File: src/rtl/tank_pkg.sv
// Shared types and helpers for the multi-bullet tank controller.
// Holds the direction enum, slot FSM states, USB keycodes and muzzle offsets.
package tank_pkg;

    typedef enum logic [1:0] {
        DIR_UP    = 2'd0,
        DIR_RIGHT = 2'd1,
        DIR_LEFT  = 2'd2,
        DIR_DOWN  = 2'd3
    } dir_t;

    typedef enum logic {
        S_FREE = 1'b0,
        S_FLY  = 1'b1
    } slot_state_t;

    // WASD and arrow keys both steer; space or enter fires.
    localparam logic [7:0] KEY_W          = 8'h1A;
    localparam logic [7:0] KEY_S          = 8'h16;
    localparam logic [7:0] KEY_A          = 8'h04;
    localparam logic [7:0] KEY_D          = 8'h07;
    localparam logic [7:0] KEY_UP         = 8'h52;
    localparam logic [7:0] KEY_DOWN       = 8'h51;
    localparam logic [7:0] KEY_LEFT       = 8'h50;
    localparam logic [7:0] KEY_RIGHT      = 8'h4F;
    localparam logic [7:0] KEY_FIRE_SPACE = 8'h2C;
    localparam logic [7:0] KEY_FIRE_ENTER = 8'h28;

    // Offset of a new bullet's top-left from the tank's top-left.
    function automatic logic signed [10:0] muzzle_dx(
        input dir_t d,
        input int   tank_w,
        input int   bul_w
    );
        logic signed [10:0] r;
        unique case (d)
            DIR_UP, DIR_DOWN: r = 11'(tank_w / 2 - bul_w / 2);
            DIR_LEFT:         r = 11'(-bul_w);
            DIR_RIGHT:        r = 11'(tank_w);
        endcase
        return r;
    endfunction

    function automatic logic signed [10:0] muzzle_dy(
        input dir_t d,
        input int   tank_h,
        input int   bul_h
    );
        logic signed [10:0] r;
        unique case (d)
            DIR_LEFT, DIR_RIGHT: r = 11'(tank_h / 2 - bul_h / 2);
            DIR_UP:              r = 11'(-bul_h);
            DIR_DOWN:            r = 11'(tank_h);
        endcase
        return r;
    endfunction

endpackage

File: src/rtl/tank_ctrl_multi_slot.sv
// One bullet slot: FREE/FLY state, position, latched direction, pixel hit.
// Ports: clk_i/rst_ni, tick_i frame step, launch_* load, draw_* pixel,
//        active_o/x_o/y_o state, hit_o pixel inside this active bullet.
module bullet_slot
    import tank_pkg::*;
#(
    parameter int X_MIN    = 0,
    parameter int X_MAX    = 639,
    parameter int Y_MIN    = 0,
    parameter int Y_MAX    = 479,
    parameter int BUL_W    = 8,
    parameter int BUL_H    = 8,
    parameter int BUL_STEP = 5
) (
    input  logic       clk_i,
    input  logic       rst_ni,
    input  logic       tick_i,
    input  logic       launch_i,
    input  logic [9:0] launch_x_i,
    input  logic [9:0] launch_y_i,
    input  dir_t       launch_dir_i,
    input  logic [9:0] draw_x_i,
    input  logic [9:0] draw_y_i,
    output logic       active_o,
    output logic [9:0] x_o,
    output logic [9:0] y_o,
    output logic       hit_o
);

    // Legal range of the top-left corner so the whole sprite stays inside.
    localparam logic signed [10:0] XLO  = 11'(X_MIN);
    localparam logic signed [10:0] XHI  = 11'(X_MAX - BUL_W + 1);
    localparam logic signed [10:0] YLO  = 11'(Y_MIN);
    localparam logic signed [10:0] YHI  = 11'(Y_MAX - BUL_H + 1);
    localparam logic signed [10:0] STEP = 11'(BUL_STEP);

    slot_state_t        state_q;
    logic [9:0]         x_q;
    logic [9:0]         y_q;
    dir_t               dir_q;
    logic signed [10:0] dx;
    logic signed [10:0] dy;
    logic signed [10:0] nx;
    logic signed [10:0] ny;
    logic               leaves;

    always_comb begin
        dx = '0;
        dy = '0;
        unique case (dir_q)
            DIR_UP:    dy = -STEP;
            DIR_DOWN:  dy = STEP;
            DIR_LEFT:  dx = -STEP;
            DIR_RIGHT: dx = STEP;
        endcase
        nx = $signed({1'b0, x_q}) + dx;
        ny = $signed({1'b0, y_q}) + dy;
        leaves = (nx < XLO) || (nx > XHI) ||
                 (ny < YLO) || (ny > YHI);
    end

    always_ff @(posedge clk_i) begin
        if (!rst_ni) begin
            state_q <= S_FREE;
            x_q     <= '0;
            y_q     <= '0;
            dir_q   <= DIR_UP;
        end else if (tick_i) begin
            unique case (state_q)
                S_FREE: begin
                    if (launch_i) begin
                        state_q <= S_FLY;
                        x_q     <= launch_x_i;
                        y_q     <= launch_y_i;
                        dir_q   <= launch_dir_i;
                    end
                end
                S_FLY: begin
                    // Retire in place rather than clip at the edge.
                    if (leaves) begin
                        state_q <= S_FREE;
                    end else begin
                        x_q <= nx[9:0];
                        y_q <= ny[9:0];
                    end
                end
            endcase
        end
    end

    assign active_o = (state_q == S_FLY);
    assign x_o      = x_q;
    assign y_o      = y_q;

    assign hit_o = active_o &&
        ({1'b0, draw_x_i} >= {1'b0, x_q}) &&
        ({1'b0, draw_x_i} <  {1'b0, x_q} + 11'(BUL_W)) &&
        ({1'b0, draw_y_i} >= {1'b0, y_q}) &&
        ({1'b0, draw_y_i} <  {1'b0, y_q} + 11'(BUL_H));

endmodule

File: src/rtl/tank_ctrl_multi.sv
// Per-player tank: frame tick, keyboard move, cooldown-limited fire into a bullet pool.
// Ports: Clk/Reset_n, frame_clk strobe, X/Y_Start spawn, keycodes report, DrawX/Y pixel;
//        tank_X/Y/dir, bullet_active/X/Y, fire_event, is_tank, is_bullet, bullet_idx.
module tank_ctrl_multi
    import tank_pkg::*;
#(
    parameter int NUM_BULLETS = 4,
    parameter int NUM_KEYS    = 2,
    parameter int X_MIN       = 0,
    parameter int X_MAX       = 639,
    parameter int Y_MIN       = 0,
    parameter int Y_MAX       = 479,
    parameter int TANK_W      = 32,
    parameter int TANK_H      = 32,
    parameter int BUL_W       = 8,
    parameter int BUL_H       = 8,
    parameter int TANK_STEP   = 1,
    parameter int BUL_STEP    = 5,
    parameter int COOLDOWN    = 15
) (
    input  logic                      Clk,
    input  logic                      Reset_n,
    input  logic                      frame_clk,
    input  logic [9:0]                X_Start,
    input  logic [9:0]                Y_Start,
    input  logic [8*NUM_KEYS-1:0]     keycodes,
    input  logic [9:0]                DrawX,
    input  logic [9:0]                DrawY,
    output logic [9:0]                tank_X,
    output logic [9:0]                tank_Y,
    output dir_t                      tank_dir,
    output logic [NUM_BULLETS-1:0]    bullet_active,
    output logic [10*NUM_BULLETS-1:0] bullet_X,
    output logic [10*NUM_BULLETS-1:0] bullet_Y,
    output logic                      fire_event,
    output logic                      is_tank,
    output logic                      is_bullet,
    output logic [2:0]                bullet_idx
);

    localparam int CDW = (COOLDOWN > 0) ? $clog2(COOLDOWN + 1) : 1;

    localparam logic signed [10:0] TSTEP = 11'(TANK_STEP);
    localparam logic signed [10:0] TXLO  = 11'(X_MIN);
    localparam logic signed [10:0] TXHI  = 11'(X_MAX - TANK_W + 1);
    localparam logic signed [10:0] TYLO  = 11'(Y_MIN);
    localparam logic signed [10:0] TYHI  = 11'(Y_MAX - TANK_H + 1);
    localparam logic [9:0]         TXLO10 = 10'(X_MIN);
    localparam logic [9:0]         TXHI10 = 10'(X_MAX - TANK_W + 1);
    localparam logic [9:0]         TYLO10 = 10'(Y_MIN);
    localparam logic [9:0]         TYHI10 = 10'(Y_MAX - TANK_H + 1);
    localparam logic signed [10:0] BXLO  = 11'(X_MIN);
    localparam logic signed [10:0] BXHI  = 11'(X_MAX - BUL_W + 1);
    localparam logic signed [10:0] BYLO  = 11'(Y_MIN);
    localparam logic signed [10:0] BYHI  = 11'(Y_MAX - BUL_H + 1);

    logic               fclk_d_q;
    logic               tick_q;
    logic [9:0]         tank_x_q, tank_x_d;
    logic [9:0]         tank_y_q, tank_y_d;
    dir_t               dir_q, dir_d;
    logic               fire_prev_q;
    logic [CDW-1:0]     cd_q, cd_d;
    logic               fire_event_q;

    logic [7:0]         key;
    logic               k_up, k_dn, k_lf, k_rt;
    logic               mv_found;
    logic               fire_now;
    logic signed [10:0] sx, sy, nx, ny;
    logic signed [10:0] mz_x, mz_y;
    logic               mz_ok;
    logic               free_found;
    logic [2:0]         free_idx;
    logic               launch_go;
    logic [NUM_BULLETS-1:0] launch_vec;
    logic [NUM_BULLETS-1:0] slot_act;
    logic [NUM_BULLETS-1:0] slot_hit;
    logic               hit_found;

    // Key scan: the first movement code in slot order wins; fire from any slot.
    always_comb begin
        key      = '0;
        k_up     = 1'b0;
        k_dn     = 1'b0;
        k_lf     = 1'b0;
        k_rt     = 1'b0;
        mv_found = 1'b0;
        fire_now = 1'b0;
        dir_d    = dir_q;
        for (int k = 0; k < NUM_KEYS; k++) begin
            key  = keycodes[8*k +: 8];
            k_up = (key == KEY_W) || (key == KEY_UP);
            k_dn = (key == KEY_S) || (key == KEY_DOWN);
            k_lf = (key == KEY_A) || (key == KEY_LEFT);
            k_rt = (key == KEY_D) || (key == KEY_RIGHT);
            if (!mv_found && (k_up || k_dn || k_lf || k_rt)) begin
                mv_found = 1'b1;
                unique case (1'b1)
                    k_up:    dir_d = DIR_UP;
                    k_dn:    dir_d = DIR_DOWN;
                    k_lf:    dir_d = DIR_LEFT;
                    default: dir_d = DIR_RIGHT;
                endcase
            end
            if ((key == KEY_FIRE_SPACE) || (key == KEY_FIRE_ENTER)) begin
                fire_now = 1'b1;
            end
        end
    end

    // Tank step with saturation at the field edges.
    always_comb begin
        sx = '0;
        sy = '0;
        if (mv_found) begin
            unique case (dir_d)
                DIR_UP:    sy = -TSTEP;
                DIR_DOWN:  sy = TSTEP;
                DIR_LEFT:  sx = -TSTEP;
                DIR_RIGHT: sx = TSTEP;
            endcase
        end
        nx = $signed({1'b0, tank_x_q}) + sx;
        ny = $signed({1'b0, tank_y_q}) + sy;
        tank_x_d = tank_x_q;
        tank_y_d = tank_y_q;
        if (mv_found) begin
            tank_x_d = (nx < TXLO) ? TXLO10 :
                       (nx > TXHI) ? TXHI10 : nx[9:0];
            tank_y_d = (ny < TYLO) ? TYLO10 :
                       (ny > TYHI) ? TYHI10 : ny[9:0];
        end
    end

    // Muzzle from the pre-move position but the freshly chosen direction.
    always_comb begin
        mz_x  = $signed({1'b0, tank_x_q}) + muzzle_dx(dir_d, TANK_W, BUL_W);
        mz_y  = $signed({1'b0, tank_y_q}) + muzzle_dy(dir_d, TANK_H, BUL_H);
        mz_ok = (mz_x >= BXLO) && (mz_x <= BXHI) &&
                (mz_y >= BYLO) && (mz_y <= BYHI);
    end

    // Allocation looks at pre-tick occupancy, so a retiring slot stays busy.
    always_comb begin
        free_found = 1'b0;
        free_idx   = '0;
        for (int i = 0; i < NUM_BULLETS; i++) begin
            if (!free_found && !slot_act[i]) begin
                free_found = 1'b1;
                free_idx   = 3'(i);
            end
        end
        launch_go = tick_q && fire_now && !fire_prev_q &&
                    (cd_q == '0) && free_found && mz_ok;
        for (int i = 0; i < NUM_BULLETS; i++) begin
            launch_vec[i] = launch_go && (free_idx == 3'(i));
        end
        cd_d = cd_q;
        if (launch_go) begin
            cd_d = CDW'(COOLDOWN);
        end else if (cd_q != '0) begin
            cd_d = cd_q - CDW'(1);
        end
    end

    always_ff @(posedge Clk) begin
        if (!Reset_n) begin
            fclk_d_q     <= 1'b0;
            tick_q       <= 1'b0;
            tank_x_q     <= X_Start;
            tank_y_q     <= Y_Start;
            dir_q        <= DIR_UP;
            fire_prev_q  <= 1'b0;
            cd_q         <= '0;
            fire_event_q <= 1'b0;
        end else begin
            fclk_d_q     <= frame_clk;
            tick_q       <= frame_clk & ~fclk_d_q;
            fire_event_q <= launch_go;
            if (tick_q) begin
                tank_x_q    <= tank_x_d;
                tank_y_q    <= tank_y_d;
                dir_q       <= dir_d;
                fire_prev_q <= fire_now;
                cd_q        <= cd_d;
            end
        end
    end

    for (genvar g = 0; g < NUM_BULLETS; g++) begin : g_slot
        logic [9:0] sx_w;
        logic [9:0] sy_w;

        bullet_slot #(
            .X_MIN    (X_MIN),
            .X_MAX    (X_MAX),
            .Y_MIN    (Y_MIN),
            .Y_MAX    (Y_MAX),
            .BUL_W    (BUL_W),
            .BUL_H    (BUL_H),
            .BUL_STEP (BUL_STEP)
        ) u_slot (
            .clk_i        (Clk),
            .rst_ni       (Reset_n),
            .tick_i       (tick_q),
            .launch_i     (launch_vec[g]),
            .launch_x_i   (mz_x[9:0]),
            .launch_y_i   (mz_y[9:0]),
            .launch_dir_i (dir_d),
            .draw_x_i     (DrawX),
            .draw_y_i     (DrawY),
            .active_o     (slot_act[g]),
            .x_o          (sx_w),
            .y_o          (sy_w),
            .hit_o        (slot_hit[g])
        );

        assign bullet_X[10*g +: 10] = sx_w;
        assign bullet_Y[10*g +: 10] = sy_w;
    end

    // Lowest-index hit wins the bullet index.
    always_comb begin
        hit_found  = 1'b0;
        bullet_idx = '0;
        for (int i = 0; i < NUM_BULLETS; i++) begin
            if (!hit_found && slot_hit[i]) begin
                hit_found  = 1'b1;
                bullet_idx = 3'(i);
            end
        end
        is_bullet = hit_found;
    end

    assign is_tank =
        ({1'b0, DrawX} >= {1'b0, tank_x_q}) &&
        ({1'b0, DrawX} <  {1'b0, tank_x_q} + 11'(TANK_W)) &&
        ({1'b0, DrawY} >= {1'b0, tank_y_q}) &&
        ({1'b0, DrawY} <  {1'b0, tank_y_q} + 11'(TANK_H));

    assign tank_X        = tank_x_q;
    assign tank_Y        = tank_y_q;
    assign tank_dir      = dir_q;
    assign bullet_active = slot_act;
    assign fire_event    = fire_event_q;

endmodule

File: config.mk
export PLATFORM = sky130hd
export DESIGN_NAME = tank_ctrl_multi
export DESIGN_NICKNAME = d
export VERILOG_FILES = /design/src/rtl/tank_pkg.sv /design/src/rtl/tank_ctrl_multi_slot.sv /design/src/rtl/tank_ctrl_multi.sv
export SDC_FILE = /design/constraint.sdc
export NUM_CORES = 1
export LEC_CHECK = 0
export BUFFER_PORTS_ARGS = -buffer_cell sky130_fd_sc_hd__buf_2
export CAP_MARGIN = 20
export CORE_ASPECT_RATIO = 1.5
export CORE_MARGIN = 3
export CORE_UTILIZATION = 55
export CTS_BUF_LIST = sky130_fd_sc_hd__clkbuf_8
export CTS_CLUSTER_DIAMETER = 100
export DETAILED_ROUTE_END_ITERATION = 12
export GPL_TIMING_DRIVEN = 0
export HOLD_SLACK_MARGIN = 0.08
export PLACE_DENSITY = 0.75
export SYNTH_ARGS = -nofsm -noshare
export SYNTH_HDL_FRONTEND = slang
export SYNTH_HIERARCHICAL = 1
export SYNTH_SLANG_ARGS = --single-unit
File: constraint.sdc
create_clock -name Clk -period 6.1 [get_ports Clk]
set_clock_uncertainty 0.05 [all_clocks]
set_input_delay 0.305 -clock Clk [delete_from_list [all_inputs] [get_ports Clk]]
set_output_delay 0.305 -clock Clk [all_outputs]
set_load 0.01 [all_outputs]
* Yosys cells after proc, flatten, opt, wreduce, memory -nomap -nowiden
Index checks and enable logic that the tools add are counted.
Storage, ports and cells: latch bits 0, RAM bits 0, bits of input ports 59, memory bits (read-only) 0, word-level logic and storage cells 326, output and inout bits 112, memories 0, register bits after elaboration 122
Operators by class: bitwise logic cells 6, muxes and demuxes 84, div/mod/pow operators 0, $lt $le $gt $ge 44, shifts and indexed selects 0, equal/unequal tests 48, $add $sub $neg 23, reductions and logical operators 97, $mul 0
Operators with widths (number):
- 10-bit 2-to-1 mux | 26
- 11-bit case mux with 2 select lines | 10
- 10-bit case mux with 2 select lines | 8
- 11-bit adder | 12
- 10-bit by 11-bit less-than comparator with 1-bit output | 10
- 11-bit by 1-bit less-than comparator with 1-bit output, second input constant | 10
- 10-bit greater-or-equal comparator | 10
- 10-bit by 4-bit adder with 11-bit output, second input constant | 8
- 11-bit case mux with 3 select lines | 2
- 8-bit by 7-bit equality test with 1-bit output, second input constant | 8
- 11-bit by 10-bit greater-than comparator with 1-bit output, second input constant | 5
- 11-bit greater-than comparator, second input constant | 5
- 1-bit logical AND | 38
- 8-bit by 3-bit equality test with 1-bit output, second input constant | 4
- 8-bit by 5-bit equality test with 1-bit output, second input constant | 4
- 8-bit by 6-bit equality test with 1-bit output, second input constant | 4
- 1-bit logical OR | 28
- 3-bit AND reduction | 8
- 10-bit by 6-bit adder with 11-bit output, second input constant | 2
- 11-bit by 1-bit greater-or-equal comparator with 1-bit output, second input constant | 2
- 1-bit 2-to-1 mux | 22
- 11-bit 2-to-1 mux | 2
- 2-bit equality test, second input constant | 10
- 3-bit 2-to-1 mux | 4
- 22 further kinds | 60

* Depth between registers and ports, before layout
Gate-level depths: netlist of run 1.
word-level depth 21, mapped depth 26, mapped depth without buffers 23

* Modules after synthesis
The synthesis of run 1 kept the hierarchy.
Modules (own cells, without submodules):
- bullet_slot (g_slot[1].u_slot ...) | area an instance 3101.7 µm², cells an instance 386, seq. area each 460.4 µm², times used 2
- tank_ctrl_multi | area an instance 4521.8 µm², cells an instance 533, seq. area each 800.8 µm², times used 1
- bullet_slot (g_slot[2].u_slot) | area an instance 3358.2 µm², cells an instance 426, seq. area each 460.4 µm², times used 1
- bullet_slot (g_slot[0].u_slot) | area an instance 3185.6 µm², cells an instance 413, seq. area each 460.4 µm², times used 1

* Worst setup path before layout of run 1
OpenSTA, ideal clock, no wires.
kind input to register, from in keycodes[5], to reg g_slot[3].u_slot.x_q[5], required time 5.976 ns, stages 22, setup slack 0.655 ns, data arrival time 5.320 ns, setup time 0.074 ns, buffers on the path 0, cells stage by stage or3b_1 -> or4_4 -> o22ai_2 -> or2_2 -> o221a_2 -> inv_1 -> ha_1 -> inv_1 -> ha_1 -> fa_1 -> a21o_1 -> a211oi_1 -> a221oi_1 -> nand4_1 -> nand4_1 -> nor3_2 -> nor4bb_1 -> nand2_1 -> nor2_1 -> a21oi_2 -> or4b_1 -> a31oi_1
On the way: longest elaborated chain between the ends 21, elaborated cells between the ends (all ways) 53, those cells by class add/sub: 2; order compare: 4; eq/ne: 14; mux: 10; reduce/logical: 23
RTL lines:
- from (decl) | line tank_ctrl_multi.sv:26 | input logic [8*NUM_KEYS-1:0] keycodes,
- 8-bit by 5-bit equality test with 1-bit output, or another cell as far along | line tank_ctrl_multi.sv:93 | k_up = (key == KEY_W) || (key == KEY_UP);
- 1-bit logical OR (on tied branches) | line tank_ctrl_multi.sv:93, tank_ctrl_multi.sv:94
- 1-bit logical OR (3 in series) | line tank_ctrl_multi.sv:97 | if (!mv_found && (k_up || k_dn || k_lf || k_rt)) begin
- 1-bit 2-to-1 mux | line tank_ctrl_multi.sv:97
- 1-bit logical NOT | line tank_ctrl_multi.sv:97
- 1-bit logical AND | line tank_ctrl_multi.sv:97
- 2-bit 2-to-1 mux * | line tank_ctrl_multi.sv:97
- via dir_d[1] | line tank_ctrl_multi.sv:61 | dir_t dir_q, dir_d;
- [... 4 more ...]
- 11-bit by 1-bit greater-or-equal comparator with 1-bit output / 11-bit less-or-equal comparator (equally long branches) | line tank_ctrl_multi.sv:140 | mz_ok = (mz_x >= BXLO) && (mz_x <= BXHI) &&
- 1-bit logical AND (2 in series) | line tank_ctrl_multi.sv:140
- 1-bit logical AND * | line tank_ctrl_multi.sv:141 | (mz_y >= BYLO) && (mz_y <= BYHI);
- 1-bit logical AND * | line tank_ctrl_multi.sv:155 | (cd_q == '0) && free_found && mz_ok;
- 1-bit logical AND * | line tank_ctrl_multi.sv:157 | launch_vec[i] = launch_go && (free_idx == 3'(i));
- via launch_vec[3] | line tank_ctrl_multi.sv:76 | logic [NUM_BULLETS-1:0] launch_vec;
- 2-bit by 1-bit inequality test with 1-bit output (no line) *
- 3-bit AND reduction (no line) *
- to (signal assigned) | line tank_ctrl_multi_slot.sv:73 | x_q <= launch_x_i;
- to (signal assigned) | line tank_ctrl_multi_slot.sv:83 | x_q <= nx[9:0];
- to (decl) | line tank_ctrl_multi_slot.sv:38 | logic [9:0] x_q;
The timed path passes the listed nets; every way through them passes the cells marked *. The select of a mux whose other input is x is not followed. A chain may end at the register's enable or synchronous reset.

* Worst setup path after layout of run 1
from in keycodes[5], to reg g_slot[0].u_slot.x_q[5]
On the way: longest elaborated chain between the ends 21, elaborated cells between the ends (all ways) 53, those cells by class add/sub: 2; order compare: 4; eq/ne: 14; mux: 10; reduce/logical: 23
RTL lines (line):
- 8-bit by 5-bit equality test with 1-bit output, or another cell as far along | tank_ctrl_multi.sv:93
- 1-bit logical OR (on tied branches) | tank_ctrl_multi.sv:93, tank_ctrl_multi.sv:94
- 1-bit logical OR (3 in series) | tank_ctrl_multi.sv:97
- 1-bit 2-to-1 mux | tank_ctrl_multi.sv:97
- 1-bit logical NOT | tank_ctrl_multi.sv:97
- 1-bit logical AND | tank_ctrl_multi.sv:97
- 2-bit 2-to-1 mux * | tank_ctrl_multi.sv:97
- via dir_d[1] | tank_ctrl_multi.sv:61
- [... 4 more ...]
- 11-bit by 1-bit greater-or-equal comparator with 1-bit output / 11-bit less-or-equal comparator (equally long branches) | tank_ctrl_multi.sv:140
- 1-bit logical AND (2 in series) | tank_ctrl_multi.sv:140
- 1-bit logical AND * | tank_ctrl_multi.sv:141
- 1-bit logical AND * | tank_ctrl_multi.sv:155
- 1-bit logical AND * | tank_ctrl_multi.sv:157
- via launch_vec[0] | tank_ctrl_multi.sv:76
- 2-bit by 1-bit inequality test with 1-bit output (no line) *
- 3-bit AND reduction (no line) *
- to (signal assigned) | tank_ctrl_multi_slot.sv:73
- to (signal assigned) | tank_ctrl_multi_slot.sv:83
- to (decl) | tank_ctrl_multi_slot.sv:38
Marked as above.

==> flow_summary.ini, run 1 <==
[status]
outcome = completed

[worst_setup_path]
reg2reg_to = g_slot[0].u_slot/x_o[5]
ff2ff_path_depth = 21
cp_data_required_time_ns = 6.43
startpoint = keycodes[5]
cp_cell_sequence = buf_2 -> or3b_1 -> or4_4 -> o22ai_2 -> or2_2 -> o221a_2 -> clkinvlp_4 -> ha_2 -> inv_1 -> ha_1 -> fa_2 -> a21o_1 -> a22oi_1 -> a21oi_1 -> xnor2_1 -> nand4_1 -> nor3_4 -> buf_4 -> a21boi_0 -> nand3_1 -> nand2_2 -> buf_2 -> nor2_1 -> a211oi_1
worst_path_max_delay_cell = or4_4
arrival_ns = 6.16
cpPeakStageDelay_ns = 0.45
start_kind = input port
crit_top_cell = buf_2
endpoint_kind = flip-flop
r2r_setup_slack_ns = 0.87
path_class = input port to flip-flop
cp_max_fo = 10
r2r_start = tank_dir[0]
crit_path_end = g_slot[0].u_slot/x_o[5]

[routing]
m1WireLength_um = 22300
routedWlPerCell_um = 21.4
first_pass_iters = 5
wl_met3_um = 3780
drtAntennaViolNets = 0
drc = 0
dr.first_iter.drc_count = 1096
dr_wl_met2_um = 28300
wirelength_um = 59300
vias = 17736
maxUsedRoutingLayer = met4
post_drt_via_cell_ratio = 6.39

[logic_synthesis]
ys_types = 115
synthArstFlopShare_pct = 0
synth_compound_area_share_pct = 26.1
synth-edff-count = 20
synthAdderAreaFrac_pct = 21.9
ys.flop_type = dfxtp_1
synthCells = 2144
synth-xor-area-share_pct = 7.74
synth_top_family_by_area = compound AO/OA/AOI/OAI gates
synth-simple-area-share_pct = 18.1
synth.net_count = 2500
syn_area_um2 = 17300
ys_ff_latch = 122
muxShareOfSynthArea_pct = 4.29
seq_area_frac_synth_pct = 15.3
syn_avg_cell_area_um2 = 8.05
ys_warn_count = 6

[global_route]
gr-total-overflow = 0
grt_pass1_vias = 17100
grt_first_pass_wirelength_um = 89900
track_usage_pct = 34.1
grt_max_degree = 17
antenna_found_initial = 0

[die]
core_area_um2 = 30600
pin_count = 171
die_height_um = 223
die_w_um = 151
fp.dieArea_um2 = 33600
rows = 78
initial_core_util_pct = 56.4

[sta]
rsz0062_at_grt = false
final-setup-viol-count = 0
whs_ns = 0.213
fmax_mhz = 172
period_share_pct = 95.6
hold_viol_final = 0
maxSlewHeadroom_pct = 24.9
worst_slack_ns = 0.270
post-route-min-period_ns = 5.83
slew_viol_final = 0
worst_slew_pin_slew_ns = 1.12
finalSetupTns_ns = 0

[cts]
cts_tree = built
cts.path.max_buffers = 2
clk_latency_ns = 0.51
numCtsBuffers = 17
clk_pin_slew_worst_paths_ns = 0.09
cts_root_buffer = clkbuf_8
h-tree-depth = 4
cts.sinks = 122

[job]
maxCapViolCount = 0

[placement]
hpwl_um = 45600
dp_slack_ns = -1.33
routabilityCongestion = 0.983
port-buffer-count = 167
dpl_cell_area_um2 = 18600

[pwr]
ir_worst_vdd_mv = 0.163
p_per_area_nw_per_um2 = 137
cellLeakagePower_nw = 8.57

[finish]
final_common_cell = ha_1
drive_above_1_share_pct = 14.1
fin_nets = 2718
final_cell_mix = ha_1 (288), buf_2 (185), inv_1 (182), a21oi_1 (143), nor2_1 (140)
utilization_pct = 63.4
synthToLayoutAreaGrowth_pct = 12.5
stdcell_area_um2 = 19400

[min_path]
hold_path.class = input port to flip-flop
-- how the worst min path moves through the flow --
stage                                    endpoint  slack (ns)  depth (start not counted)      from
after floorplan                            tick_q        0.32                          1  fclk_d_q
after global placement                     tick_q        0.32                          1  fclk_d_q
after detailed placement                   tick_q        0.33                          1  fclk_d_q
after CTS                 g_slot[3].u_slot/x_o[4]        0.17                          3   Reset_n
after global routing      g_slot[3].u_slot/x_o[1]        0.21                          3   Reset_n
final                     g_slot[3].u_slot/x_o[2]        0.21                          3   Reset_n
-- Yosys cell counts, types with 40 or more instances --
master	count	area, µm²
inv_1	182	683
mux2i_1	47	470
nor2b_1	49	307
ha_1	289	3620
clkbuf_1	44	165
dfxtp_1	102	2040
a21o_1	40	300
nand3_1	59	295
nor3_1	58	290
nand2_1	124	465
o21ai_0	111	556
xnor2_1	112	981
nor2_1	143	537
a21oi_1	143	716
a211oi_1	52	390
-- flip-flops by register name (all words and copies together) (netlist names) --
| register | flops |
|---|---|
| cd_q | 4 |
| fclk_d_q | 1 |
| fire_event | 1 |
| fire_prev_q | 1 |
| g_slot.u_slot/active_o | 4 |
| g_slot.u_slot/dir_q | 8 |
| g_slot.u_slot/x_o | 40 |
| g_slot.u_slot/y_o | 40 |
| tank_X | 10 |
| tank_Y | 10 |
| tank_dir | 2 |
| tick_q | 1 |
-- routing by layer --
| metal | vias to the layer above | track usage, % |
|---|---|---|
| met5 | - | 0 |
| met4 | 0 | 26.5 |
| met3 | 236 | 4.06 |
| met2 | 732 | 57.5 |
| met1 | 8415 | 38.6 |
| li1 | 8353 | - |
-- report_power, final --
group | total, mW | internal, mW | leakage, nW | switching (mW)
Combinational | 0.912 | 0.347 | 7.32 | 0.565
Sequential | 0.877 | 0.836 | 1.02 | 0.0413
Clock | 0.874 | 0.480 | 0.225 | 0.394
Total | 2.66 | 1.66 | 8.57 | 1.00
-- final cells by class --
| type | count | area, µm² |
|---|---|---|
| antenna | 1 | 2.50 |
| buffer | 88 | 447 |
| clock buffer | 17 | 234 |
| clock inverter | 15 | 209 |
| fill | 2724 | 11200 |
| inverter | 185 | 702 |
| multi-input combinational | 1749 | 13600 |
| sequential | 122 | 2640 |
| tap | 400 | 500 |
| timing repair buffer | 199 | 1140 |
-- logic make-up (layout without fill, tap and decap cells) --
| family | count (synthesis) | after routing |
|---|---|---|
| fa+ha+maj | 297 | 297 |
| flops | 122 | 122 |
| other cells | 1 | 2 |
| xor+xnor | 151 | 151 |
| compound gates | 625 | 625 |
| simple gates | 604 | 604 |
| buf+inv | 273 | 504 |
| mux | 71 | 71 |
-- critical path: cells and delay by family --
family / cells / cell delay, ns
simple gates: 8 / 2.02
compound gates: 7 / 1.83
fa+ha+maj: 3 / 1.05
buf+inv: 5 / 0.78
xor+xnor: 1 / 0.15
-- what timing repair did --
item                                   CTS  global route
resized for setup                        8            10
setup buffers                            3             5
hold buffers                            21             0
endpoints found under the hold margin   22             0
pin swaps                                2             2
setup endpoints to repair               88            58
-- metrics by stage --
stage | cells | total power, mW
2_1_floorplan | 2144 | 1.40
3_3_place_gp | 2711 | 1.70
5_1_grt | 2775 | 2.76
4_1_cts | 2770 | 2.63
6_report | 2776 | 2.66
3_5_place_dp | 2714 | 1.74
(Power assumes the default switching activity.)
==> run 2, diff against run 1 <==
--- a/config.mk
+++ b/config.mk
@@ -15,7 +15,7 @@
 export DETAILED_ROUTE_END_ITERATION = 12
 export GPL_TIMING_DRIVEN = 0
 export HOLD_SLACK_MARGIN = 0.08
-export PLACE_DENSITY = 0.75
+export PLACE_DENSITY = 0.72
 export SYNTH_ARGS = -nofsm -noshare
 export SYNTH_HDL_FRONTEND = slang
 export SYNTH_HIERARCHICAL = 1
==> run 2 against run 1 <==
Effect of this change:
- via count decreased by 0.67%
- critical path type unchanged
- clock power increased by 5.7%
- combinational power increased by 0.5%
- clock-buffer cell count increased by 6
- global-route usage increased by 0.41 points
==> flow_summary.ini, run 2 (synthesis results as in run 1) <==
[status]
outcome = completed

[cts]
clk_latency_ns = 0.51
cts_root_buffer = clkbuf_8
h-tree-depth = 4
numCtsBuffers = 17
cts_tree = built
clk_pin_slew_worst_paths_ns = 0.08
cts.path.max_buffers = 2
cts.sinks = 122

[sta]
post-route-min-period_ns = 5.98
worst_slack_ns = 0.123
maxSlewHeadroom_pct = 22.3
hold_viol_final = 0
worst_slew_pin_slew_ns = 1.16
period_share_pct = 98.0
rsz0062_at_grt = true
fmax_mhz = 167
final-setup-viol-count = 0
slew_viol_final = 0

[worst_setup_path]
cp_cell_sequence = buf_2 -> or4b_2 -> or3b_2 -> o21ai_1 -> o21ai_0 -> o21a_1 -> inv_1 -> ha_1 -> inv_1 -> ha_1 -> a211o_1 -> and3_1 -> nor2_2 -> nand4_1 -> a31oi_1 -> nor3_4 -> nor3b_1 -> nand2_1 -> nor2_2 -> a21oi_4 -> buf_2 -> a211oi_1 -> a211oi_1
arrival_ns = 6.31
cp_max_fo = 10
path_class = input port to flip-flop
ff2ff_path_depth = 21
start_kind = input port
cpPeakStageDelay_ns = 0.75
worst_path_max_delay_cell = or4b_2
endpoint_kind = flip-flop
cp_data_required_time_ns = 6.43

[finish]
diodes = 0
fin_nets = 2714
stdcell_area_um2 = 19400
final_common_cell = ha_1
fillers = 2842
final_cell_mix = ha_1 (288), buf_2 (185), inv_1 (184), a21oi_1 (143), nor2_1 (140)
drive_above_1_share_pct = 13.8
utilization_pct = 63.5
synthToLayoutAreaGrowth_pct = 12.6

[placement]
hpwl_um = 45800
port-buffer-count = 167
dp_slack_ns = -1.31
dpl_cell_area_um2 = 18600
routabilityCongestion = 0.964

[routing]
first_pass_iters = 8
dr.first_iter.drc_count = 1098
drc = 0
drtAntennaViolNets = 0
wirelength_um = 59700
vias = 17618
routedWlPerCell_um = 21.5
post_drt_via_cell_ratio = 6.36

[global_route]
antenna_found_initial = 1
grt_pass1_vias = 17210
grt_first_pass_wirelength_um = 91200
gr-total-overflow = 0
grt_max_degree = 17
track_usage_pct = 34.5

[min_path]
hold_depth = 3
hold_path.class = input port to flip-flop

[job]
maxCapViolCount = 0

[die]
die_w_um = 151
pin_count = 171
core_area_um2 = 30600
initial_core_util_pct = 56.4
die_height_um = 223
fp.dieArea_um2 = 33600
rows = 78

[pwr]
ir_worst_vdd_mv = 0.166
p_per_area_nw_per_um2 = 140
cellLeakagePower_nw = 8.57
==> run 2: changes by cell type in the layout (fill, tap and decap cells not counted), moves of 2 or more <==
| cell | before | now |
|---|---|---|
| clkbuf_8 | 17 | 23 |
| buf_4 | 19 | 15 |
| clkinv_2 | 3 | 0 |
| clkbuf_1 | 42 | 44 |
| clkbuf_2 | 3 | 1 |
| clkinv_4 | 2 | 0 |
| clkinvlp_4 | 4 | 2 |
| inv_1 | 182 | 184 |
==> run 2: what timing repair did <==
action / CTS / global route
endpoints found under the setup margin: 85 / 58
buffers inserted: 3 / 1
gates resized for setup: 10 / 4
endpoints found under the hold margin: 21 / 0
pin swaps: 2 / 2
hold buffers: 21 / 0
==> run 2: per-layer routing <==
| metal | GRT usage [%] | up-vias | share of wire [%] |
|---|---|---|---|
| met5 | 0 | - | 0 |
| met4 | 23.4 | 0 | 7.5 |
| met3 | 4.65 | 204 | 6.4 |
| met2 | 59.2 | 698 | 48 |
| met1 | 39.3 | 8371 | 38 |
| li1 | - | 8345 | - |
==> run 2: stage by stage <==
step                cells  hold WS (ns)  setup TNS, ns  power [mW]
finish               2771         0.208              0        2.72
global route         2771         0.185      -0.000775        2.83
CTS                  2769         0.156              0        2.70
detailed placement   2713         0.348         -90.12        1.74
global placement     2711         0.323         -88.72        1.71
floorplan            2144         0.317              0        1.40
==> run 2: critical path, delay by kind of cell <==
family,cells,cell delay (ns)
buffers and inverters,4,0.92
adders and majority gates,2,0.55
and+or+nand+nor,9,2.68
AOI/OAI and AO/OA,8,1.86
==> run 2: path summary, 6_finish.rpt <==
path	startpoint	to	slack (ns)
hold reg to reg	fclk_d_q	tick_q	0.36
setup / recovery	keycodes[5]	g_slot[1].u_slot/y_o[9]	0.12
setup reg to reg	tank_dir[0]	g_slot[1].u_slot/y_o[9]	0.79
hold / removal	Reset_n	g_slot[1].u_slot/x_o[2]	0.21
==> run 2: cell type report <==
| cell class | instances | area [µm²] | area share (%) |
|---|---|---|---|
| tap | 400 | 500 | 2.57 |
| clock buffer | 23 | 317 | 1.63 |
| buffer | 88 | 444 | 2.28 |
| inverter | 185 | 698 | 3.59 |
| timing repair buffer | 195 | 1110 | 5.69 |
| clock inverter | 9 | 169 | 0.869 |
| sequential | 122 | 2640 | 13.6 |
| multi-input combinational | 1749 | 13600 | 69.8 |
==> run 2: report_power, final <==
part,internal (mW),total [mW],switching (mW)
logic,0.341,0.917,0.576
clock network,0.548,0.924,0.376
registers,0.836,0.877,0.0412
